**src/rtl/dmem_arb_pkg.sv**
```systemverilog
// rtl/dmem_arb_pkg.sv - shared types and port indices for the data-memory arbiter
package dmem_arb_pkg;

    typedef enum logic [1:0] {
        IDLE  = 2'd0,
        GRANT = 2'd1,
        DONE  = 2'd2
    } arb_state_e;

    localparam logic PORT_CPU = 1'b0;
    localparam logic PORT_DBG = 1'b1;

endpackage

```
**src/rtl/arb_age_counter.sv**
```systemverilog
// rtl/arb_age_counter.sv - saturating count of arbitrations the debug port has lost
module arb_age_counter #(
    parameter int STARVE_LIMIT = 4
) (
    input  logic clk_i,
    input  logic rst_i,
    input  logic inc,
    input  logic clr,
    output logic at_limit
);

    localparam int AW = $clog2(STARVE_LIMIT + 1);

    logic [AW-1:0] age;

    always_ff @(posedge clk_i) begin
        if (rst_i || clr) begin
            age <= '0;
        end else if (inc && !at_limit) begin
            age <= age + 1'b1;
        end
    end

    assign at_limit = (age == AW'(STARVE_LIMIT));

endmodule

```
**src/rtl/dmem_arbiter.sv**
```systemverilog
// rtl/dmem_arbiter.sv - CPU/debug arbiter sequencing accesses to the single-port data memory
module dmem_arbiter
    import dmem_arb_pkg::*;
#(
    parameter int ADDR_W       = 32,
    parameter int DATA_W       = 32,
    parameter int STARVE_LIMIT = 4
) (
    input  logic              clk_i,
    input  logic              rst_i,
    input  logic              cpu_req_i,
    input  logic              cpu_we_i,
    input  logic [ADDR_W-1:0] cpu_addr_i,
    input  logic [DATA_W-1:0] cpu_wdata_i,
    output logic              cpu_ack_o,
    output logic [DATA_W-1:0] cpu_rdata_o,
    output logic              cpu_stall_o,
    input  logic              dbg_req_i,
    input  logic              dbg_we_i,
    input  logic [ADDR_W-1:0] dbg_addr_i,
    input  logic [DATA_W-1:0] dbg_wdata_i,
    output logic              dbg_ack_o,
    output logic [DATA_W-1:0] dbg_rdata_o,
    output logic              mem_req_o,
    output logic              mem_we_o,
    output logic [ADDR_W-1:0] mem_addr_o,
    output logic [DATA_W-1:0] mem_wdata_o,
    input  logic              mem_ack_i,
    input  logic [DATA_W-1:0] mem_rdata_i,
    output logic [31:0]       stall_cnt_o,
    output logic              spurious_o
);

    arb_state_e        state_q, state_d;
    logic              owner_q;
    logic              we_q;
    logic [ADDR_W-1:0] addr_q;
    logic [DATA_W-1:0] wdata_q;
    logic [DATA_W-1:0] cpu_rdata_q, dbg_rdata_q;
    logic [31:0]       stall_cnt_q;
    logic              spurious_q;
    logic              at_limit, dbg_wins, grant_start, age_inc, age_clr;

    // Debug takes the slot when it is alone or once the CPU has starved it long enough
    assign dbg_wins = dbg_req_i & (~cpu_req_i | at_limit);
    assign age_clr  = grant_start & dbg_wins;

    arb_age_counter #(.STARVE_LIMIT(STARVE_LIMIT)) u_age (
        .clk_i    (clk_i),
        .rst_i    (rst_i),
        .inc      (age_inc),
        .clr      (age_clr),
        .at_limit (at_limit)
    );

    always_ff @(posedge clk_i) begin
        if (rst_i) begin
            state_q <= IDLE;
        end else begin
            state_q <= state_d;
        end
    end

    always_comb begin
        state_d     = state_q;
        grant_start = 1'b0;
        age_inc     = 1'b0;
        mem_req_o   = 1'b0;
        mem_we_o    = 1'b0;
        cpu_ack_o   = 1'b0;
        dbg_ack_o   = 1'b0;
        unique case (state_q)
            IDLE: begin
                if (cpu_req_i || dbg_req_i) begin
                    state_d     = GRANT;
                    grant_start = 1'b1;
                    age_inc     = cpu_req_i & dbg_req_i & ~at_limit;
                end
            end
            GRANT: begin
                mem_req_o = 1'b1;
                mem_we_o  = we_q;
                if (mem_ack_i) begin
                    state_d = DONE;
                end
            end
            DONE: begin
                cpu_ack_o = (owner_q == PORT_CPU);
                dbg_ack_o = (owner_q == PORT_DBG);
                state_d   = IDLE;
            end
            default: state_d = IDLE;
        endcase
    end

    always_ff @(posedge clk_i) begin
        if (rst_i) begin
            owner_q     <= PORT_CPU;
            we_q        <= 1'b0;
            addr_q      <= '0;
            wdata_q     <= '0;
            cpu_rdata_q <= '0;
            dbg_rdata_q <= '0;
        end else begin
            if (grant_start) begin
                owner_q <= dbg_wins ? PORT_DBG : PORT_CPU;
                we_q    <= dbg_wins ? dbg_we_i : cpu_we_i;
                addr_q  <= dbg_wins ? dbg_addr_i : cpu_addr_i;
                wdata_q <= dbg_wins ? dbg_wdata_i : cpu_wdata_i;
            end
            if (state_q == GRANT && mem_ack_i && !we_q) begin
                if (owner_q == PORT_DBG) begin
                    dbg_rdata_q <= mem_rdata_i;
                end else begin
                    cpu_rdata_q <= mem_rdata_i;
                end
            end
        end
    end

    always_ff @(posedge clk_i) begin
        if (rst_i) begin
            stall_cnt_q <= '0;
            spurious_q  <= 1'b0;
        end else begin
            if (cpu_stall_o) begin
                stall_cnt_q <= stall_cnt_q + 32'd1;
            end
            if (mem_ack_i && state_q != GRANT) begin
                spurious_q <= 1'b1;
            end
        end
    end

    assign cpu_stall_o = cpu_req_i & ~cpu_ack_o;
    assign mem_addr_o  = addr_q;
    assign mem_wdata_o = wdata_q;
    assign cpu_rdata_o = cpu_rdata_q;
    assign dbg_rdata_o = dbg_rdata_q;
    assign stall_cnt_o = stall_cnt_q;
    assign spurious_o  = spurious_q;

endmodule

```
**config.mk**
```make
export PLATFORM = sky130hd
export DESIGN_NAME = dmem_arbiter
export DESIGN_NICKNAME = d
export VERILOG_FILES = /design/src/rtl/dmem_arb_pkg.sv /design/src/rtl/arb_age_counter.sv /design/src/rtl/dmem_arbiter.sv
export SDC_FILE = /design/constraint.sdc
export NUM_CORES = 1
export LEC_CHECK = 0
export BUFFER_PORTS_ARGS = -buffer_cell sky130_fd_sc_hd__buf_2
export CORE_MARGIN = 8
export CORE_UTILIZATION = 47
export CTS_CLUSTER_SIZE = 12
export DETAILED_ROUTE_END_ITERATION = 10
export PLACE_DENSITY = 0.88
export SLEW_MARGIN = 30
export SYNTH_ARGS = -nofsm -noshare
export SYNTH_HDL_FRONTEND = slang
export SYNTH_HIERARCHICAL = 1
export SYNTH_SLANG_ARGS = --single-unit
```
**constraint.sdc**
```tcl
create_clock -name clk_i -period 3 [get_ports clk_i]
set_clock_uncertainty 0.1 [all_clocks]
set_input_delay 0.6 -clock clk_i [delete_from_list [all_inputs] [get_ports clk_i]]
set_output_delay 0.6 -clock clk_i [all_outputs]
set_load 0.005 [all_outputs]
```
# Word-level counts from Yosys, hierarchy flattened
# Cells that the tools add are included.
[word_totals]
ff_bits = 168
mem_count = 0
ram_bits = 0
out_inout_bits = 166
mem_bits_ro = 0
input_bits = 167
latch_bits = 0
[op_classes]
muxes = 15
shift = 0
n_lt_le_gt_ge = 0
n_addsub = 2
reduce_logical = 12
n_eq_ne = 6
bitwise = 10
div_mod_pow = 0
mul = 0
[ops]
columns = ["op", "count"]
rows = [
  ["2-to-1 mux 32 bit", 2],
  ["adder 32 x 1 -> 32 bit, second input constant", 1],
  ["2-to-1 mux 1 bit", 10],
  ["AND reduction 2 bit", 3],
  ["bitwise AND 1 bit", 5],
  ["logical AND 1 bit", 4],
  ["2-to-1 mux 2 bit", 2],
  ["inequality test 2 bit, second input constant", 2],
  ["inverter 1 bit", 4],
  ["one-hot mux 2 bit (2 select lines)", 1],
  ["adder 3 x 1 -> 3 bit, second input constant", 1],
  ["equality test 3 bit, second input constant", 1],
  ["equality test 2 x 1 -> 1 bit, second input constant", 1],
  ["equality test 2 bit, second input constant", 1],
  ["logical NOT 1 bit", 2],
  ["logical NOT 2 bit", 1],
  ["logical OR 1 bit", 2],
  ["inequality test 2 x 1 -> 1 bit, second input constant", 1],
  ["OR 1 bit", 1],
]

# Logic depth before layout (Yosys ltp)
[depth]
word_depth = 6
ltp_mapped = 9
mapped_depth_nobuf = 8

# Cells and area by module
# The synthesis kept the hierarchy.
[modules_own_cells]
columns = ["mod", "instances", "cells_each", "seq_area_each_um2", "area_per_inst_um2"]
rows = [
  ["dmem_arbiter", 1, 862, 3303.2, 6825.3],
  ["arb_age_counter", 1, 18, 60.1, 187.7],
]

# Least setup slack after synthesis
# No wires, ideal clock.
[synth_timing]
path_type = "input -> register"
start = "input cpu_req_i"
end = "register stall_cnt_q[25] (netlist: stall_cnt_o[25])"
cell_stages = 6
slack_ns = 0.629
t_arrival_ns = 2.151
required_time_ns = 2.779
setup_ns = 0.121
n_path_buf = 2
cell_sequence = "clkbuf_1 -> nand4_1 -> or3_1 -> buf_2 -> nor4_1 -> mux2_2"
[synth_via]
elab_chain_cells = 1
[synth_rtl]
columns = ["element", "line_no", "source"]
rows = [
  ["start: declaration", "dmem_arbiter.sv:11", "input logic cpu_req_i,"],
  ["bitwise AND 1 bit", "dmem_arbiter.sv:135", "assign cpu_stall_o = cpu_req_i & ~cpu_ack_o;"],
  ["end signal: assignment", "dmem_arbiter.sv:127", "stall_cnt_q <= stall_cnt_q + 32'd1;"],
  ["end: declaration", "dmem_arbiter.sv:40", "logic [31:0] stall_cnt_q;"],
]
# No other way between the ends.
# A chain may end at the register's enable or synchronous reset.

# Worst setup path after layout
[layout_timing]
start = "register state_q[1]"
end = "output cpu_stall_o"
[layout_via]
elab_chain_cells = 4
[layout_rtl]
columns = ["element", "line_no", "source"]
rows = [
  ["start: declaration", "dmem_arbiter.sv:34", "arb_state_e state_q, state_d;"],
  ["start signal: assignment", "dmem_arbiter.sv:60", "state_q <= state_d;"],
  ["equality test 2 bit", "dmem_arbiter.sv:72", "unique case (state_q)"],
  ["2-to-1 mux 1 bit", "dmem_arbiter.sv:72", ""],
  ["inverter 1 bit", "dmem_arbiter.sv:135", ""],
  ["bitwise AND 1 bit", "dmem_arbiter.sv:135", ""],
  ["end: declaration", "dmem_arbiter.sv:17", "output logic cpu_stall_o,"],
]
# No other way between the ends.

==> run summary <==
STATUS
------------------------------------------------------------------------------------
Status ................................................................ finished clean

PWR
------------------------------------------------------------------------------------
Leakage power figure ..................................................     4.194 nW
Tot Pwr ...............................................................     5.282 mW
Maximum resistive drop on vdd .........................................    0.4576 mV
P per Cell Area ....................................................... 563.9 nW/um^2

CRITICAL PATH
------------------------------------------------------------------------------------
Highest net fanout along the worst path ...............................            8
Type of destination of the critical path ..............................  output port
Required time worst endpoint ..........................................      2.30 ns
Cell Chain, Critical Path ............................................. or3b_2, nand2_1, inv_1, buf_2
Launch point of the critical path .....................................   state_q[1]
Startpoint of the worst-slack reg-to-reg timing path ..................   state_q[0]
CP peak stage delay ...................................................      0.56 ns
Buf/Inv on CP .........................................................            2
Crit-path slowest cell ................................................       or3b_2
Worst path arrival time ...............................................      1.86 ns
Crit Path Category .................................................... flip-flop to output port
Gate family responsible for the most delay along the worst path ....... simple AND/OR/NAND/NOR gates
Sort of element at the start of the critical path .....................    flip-flop

CLOCK NETWORK
------------------------------------------------------------------------------------
Clock insertion delay at the later pin of the skew report .............      0.41 ns
Clock tree from TritonCTS .............................................         done
Clock root buffer master ..............................................    clkbuf_16
Count of buffers added by post-CTS timing repair for setup ............            0
Hold-fix buffers, CTS .................................................            0
Clock buffers created by TritonCTS ....................................           17
Clock-pin slew on the worst setup and hold paths ......................      0.07 ns
Number of gates given a new drive strength after cts ..................            0
Number of buffers on the longest clock path ...........................            2
Sinks on the clock net ................................................          168
CTS H-tree lvls .......................................................            4

YOSYS
------------------------------------------------------------------------------------
Netlist cell types ....................................................           41
Cell area after synthesis .............................................   7013 sq um
Xor and xnor fraction of the mapped netlist area ......................       1.249%
Combinational family with the most area after synthesis ............... simple AND/OR/NAND/NOR gates
Count of flip-flops with a built-in enable after synthesis ............            0
Post-synthesis mux area share .........................................       1.285%
Syn_nets ..............................................................         1050
Mean instance size in the synthesized netlist .........................  7.969 sq um
Most used flip-flop cell after synthesis ..............................      dfxtp_1
Synth Area in Simple Gates ............................................       28.31%
Number of instances in the synthesized netlist ........................          880
Synth Area in Adders ..................................................      0.5352%
Sequential fraction of the synthesis area .............................       47.96%
YS warnings ...........................................................            6
Flop and latch count out of synthesis .................................          168
Area fraction in compound gates after synthesis .......................       15.86%
Proportion of synthesized flip-flops having asynchronous set or reset .           0%

ROUTE
------------------------------------------------------------------------------------
Number of optimization iterations in the first detailed-route pass ....            5
Sum of routed wire length over all layers .............................     22.67 mm
Number of nets still failing antenna checks after routing .............            0
Drt via density .......................................................        5.426
Number of vias in the routed layout ...................................         7428
Initial detailed-routing violation count ..............................          342
Per-cell routed wire length ...........................................     16.56 um
Remaining DRCs ........................................................            0

STA
------------------------------------------------------------------------------------
Final setup violation count ...........................................            0
Fin crit share ........................................................       85.28%
Setup slack of the critical path after layout .........................    0.4415 ns
Min Hold Slack ........................................................    0.3307 ns
F_max .................................................................    390.9 MHz
Fin Setup TNS .........................................................         0 ns
Final Hold Violating Endpoints ........................................            0
Final max-slew violation count ........................................            0
Transition time at the pin with the least slew margin .................    0.6559 ns
RSZ-0062 raised after global routing ..................................        false
Post-layout minimum cycle time ........................................     2.558 ns
Max_slew headroom .....................................................       56.27%

LAYOUT
------------------------------------------------------------------------------------
Share of post-route cells with drive strength above 1 .................       33.61%
Final #Nets ...........................................................         1341
Layout Area Growth over Synthesis .....................................       33.58%
Filler instances ......................................................         1277
Non-filler instance count after layout ................................         1369

HOLD PATH
------------------------------------------------------------------------------------
Hold/Removal Path Class ............................................... input pin to flip-flop
Critical hold path startpoint ......................................... mem_rdata_i[19]

FLOORPLANNING
------------------------------------------------------------------------------------
Site Rows .............................................................           44
Vertical die dimension ................................................     138.2 um
Die width .............................................................     138.2 um
Area enclosed by the die boundary .....................................  19090 sq um
Top-level I/O count ...................................................          333
Core Box Area .........................................................  14530 sq um
Starting density of the core ..........................................       48.25%

PLACED DESIGN
------------------------------------------------------------------------------------
Worst slack at placement ..............................................    0.5535 ns
Final GP Congestion ...................................................       0.8266
Total placed cells including tap cells ................................         1336
Number of I/O port buffers ............................................          332
Sum of net half-perimeters after detailed placement ...................     16.95 mm

GLOBAL ROUTING
------------------------------------------------------------------------------------
Aggregate global routing overflow .....................................            0
Global-route wire length before repair ................................     35.96 mm
Vias in the first global route ........................................         7108
Initial antenna violation count .......................................            2
Maximum number of pins on one net before global-route repair ..........           82
Overall fraction of global-route tracks in use ........................       22.51%

RUN
------------------------------------------------------------------------------------
Max-Cap Viols .........................................................            0

==> report_power, final <==
group          switching, mW  internal [mW]  total (mW)  leakage, nW
Sequential            0.0718           2.36        2.43         1.37
Combinational          0.397          0.306       0.704         2.54
Clock                  0.967           1.18        2.15        0.278
Total                   1.44           3.85        5.28         4.19
==> synth_stat cells, types with 2 or more instances <==
master / count / area, sq um
inv_1: 9 / 33.78
nand4_1: 9 / 56.30
ha_1: 3 / 37.54
mux2_2: 6 / 67.56
o31ai_1: 13 / 97.59
nor4_1: 9 / 56.30
buf_6: 2 / 22.52
buf_2: 2 / 10.01
nor2_1: 88 / 330.3
nand3_1: 77 / 385.4
xor2_1: 3 / 26.28
nand2b_1: 2 / 12.51
mux2_1: 2 / 22.52
a311oi_1: 65 / 569.3
nor3_1: 6 / 30.03
nor2b_1: 7 / 43.79
dfxtp_1: 168 / 3363
or3_1: 4 / 25.02
or2_2: 2 / 12.51
nor3b_1: 4 / 30.03
xnor2_1: 7 / 61.31
clkbuf_1: 70 / 262.8
nor4b_1: 2 / 17.52
nand2_1: 205 / 769.5
or4_1: 14 / 105.1
and2_1: 3 / 18.77
a21oi_1: 82 / 410.4
and4_1: 3 / 26.28
==> sequential cells by signal (all words and copies together), names as in the netlist <==
register / count
cpu_rdata_o: 32
dbg_rdata_o: 32
mem_addr_o: 32
mem_wdata_o: 32
stall_cnt_o: 32
u_age/age: 3
state_q: 2
owner_q: 1
spurious_o: 1
we_q: 1
==> layout by cell type (no fill, tap or decap), drive strengths merged, types with 3 or more instances in the layout <==
cell type | synthesis | routed
a21oi | 82 | 82
nor4 | 10 | 10
ha | 3 | 3
clkinv | 0 | 4
inv | 10 | 17
o31ai | 13 | 13
buf | 5 | 347
and4 | 3 | 3
xnor2 | 7 | 7
nor2b | 7 | 7
nand2 | 205 | 205
or4 | 15 | 15
clkbuf | 70 | 17
nor3b | 4 | 4
nor2 | 88 | 88
nand3 | 77 | 77
nor3 | 6 | 6
mux2 | 8 | 8
a311oi | 65 | 65
xor2 | 3 | 3
clkinvlp | 0 | 3
or3 | 4 | 4
and2 | 3 | 3
dfxtp | 168 | 168
nand4 | 9 | 9
==> tightest hold or removal path, stage by stage <==
cell	delay, ns
buf_2	0.10
nand2_1	0.05
a21oi_1	0.05
==> metrics by stage <==
| stage | cell area, sq um | utilization (%) |
|---|---|---|
| finish | 9368 | 64.45 |
| detailed placement | 8778 | 60.40 |
| floorplan | 7013 | - |
| CTS | 9365 | 64.44 |
| global placement | 8778 | 60.40 |
| global route | 9368 | 64.45 |
==> final cells by class <==
| cell class | instances | area [sq um] | area share (%) |
|---|---|---|---|
| inverter | 10 | 37.54 | 0.4007 |
| timing repair buffer | 347 | 1814 | 19.37 |
| clock buffer | 17 | 425.4 | 4.541 |
| antenna | 1 | 2.502 | 0.02671 |
| tap | 184 | 230.2 | 2.458 |
| clock inverter | 15 | 161.4 | 1.723 |
| sequential | 168 | 3363 | 35.90 |
| multi-input combinational | 627 | 3333 | 35.58 |
==> worst paths after layout <==
path	slack, ns	end	depth (start not counted)
min	0.33	dbg_rdata_o[19]	3
max reg2reg	0.61	stall_cnt_o[29]	5
min reg2reg	0.35	cpu_rdata_o[25]	2
max	0.44	cpu_stall_o	4
==> cell families (layout without fill, tap and decap cells) <==
kind of cell | after synthesis | count (layout)
AOI/OAI and AO/OA | 164 | 164
xor gates and xnor gates | 10 | 10
adders and majority gates | 3 | 3
buffers and inverters | 85 | 389
DFF | 168 | 168
muxes | 8 | 8
other | 0 | 1
and+or+nand+nor | 442 | 442
==> per-layer routing <==
| layer | wire length, um | vias to the layer above | track usage, % |
|---|---|---|---|
| met2 | 11310 | 329 | 38.60 |
| li1 | - | 3672 | - |
| met3 | 2254 | 44 | 9.178 |
| met5 | 13 | - | 0 |
| met4 | 676 | 2 | 9.325 |
| met1 | 8417 | 3381 | 24.05 |
Note: power is estimated with default switching activity, not from simulation.
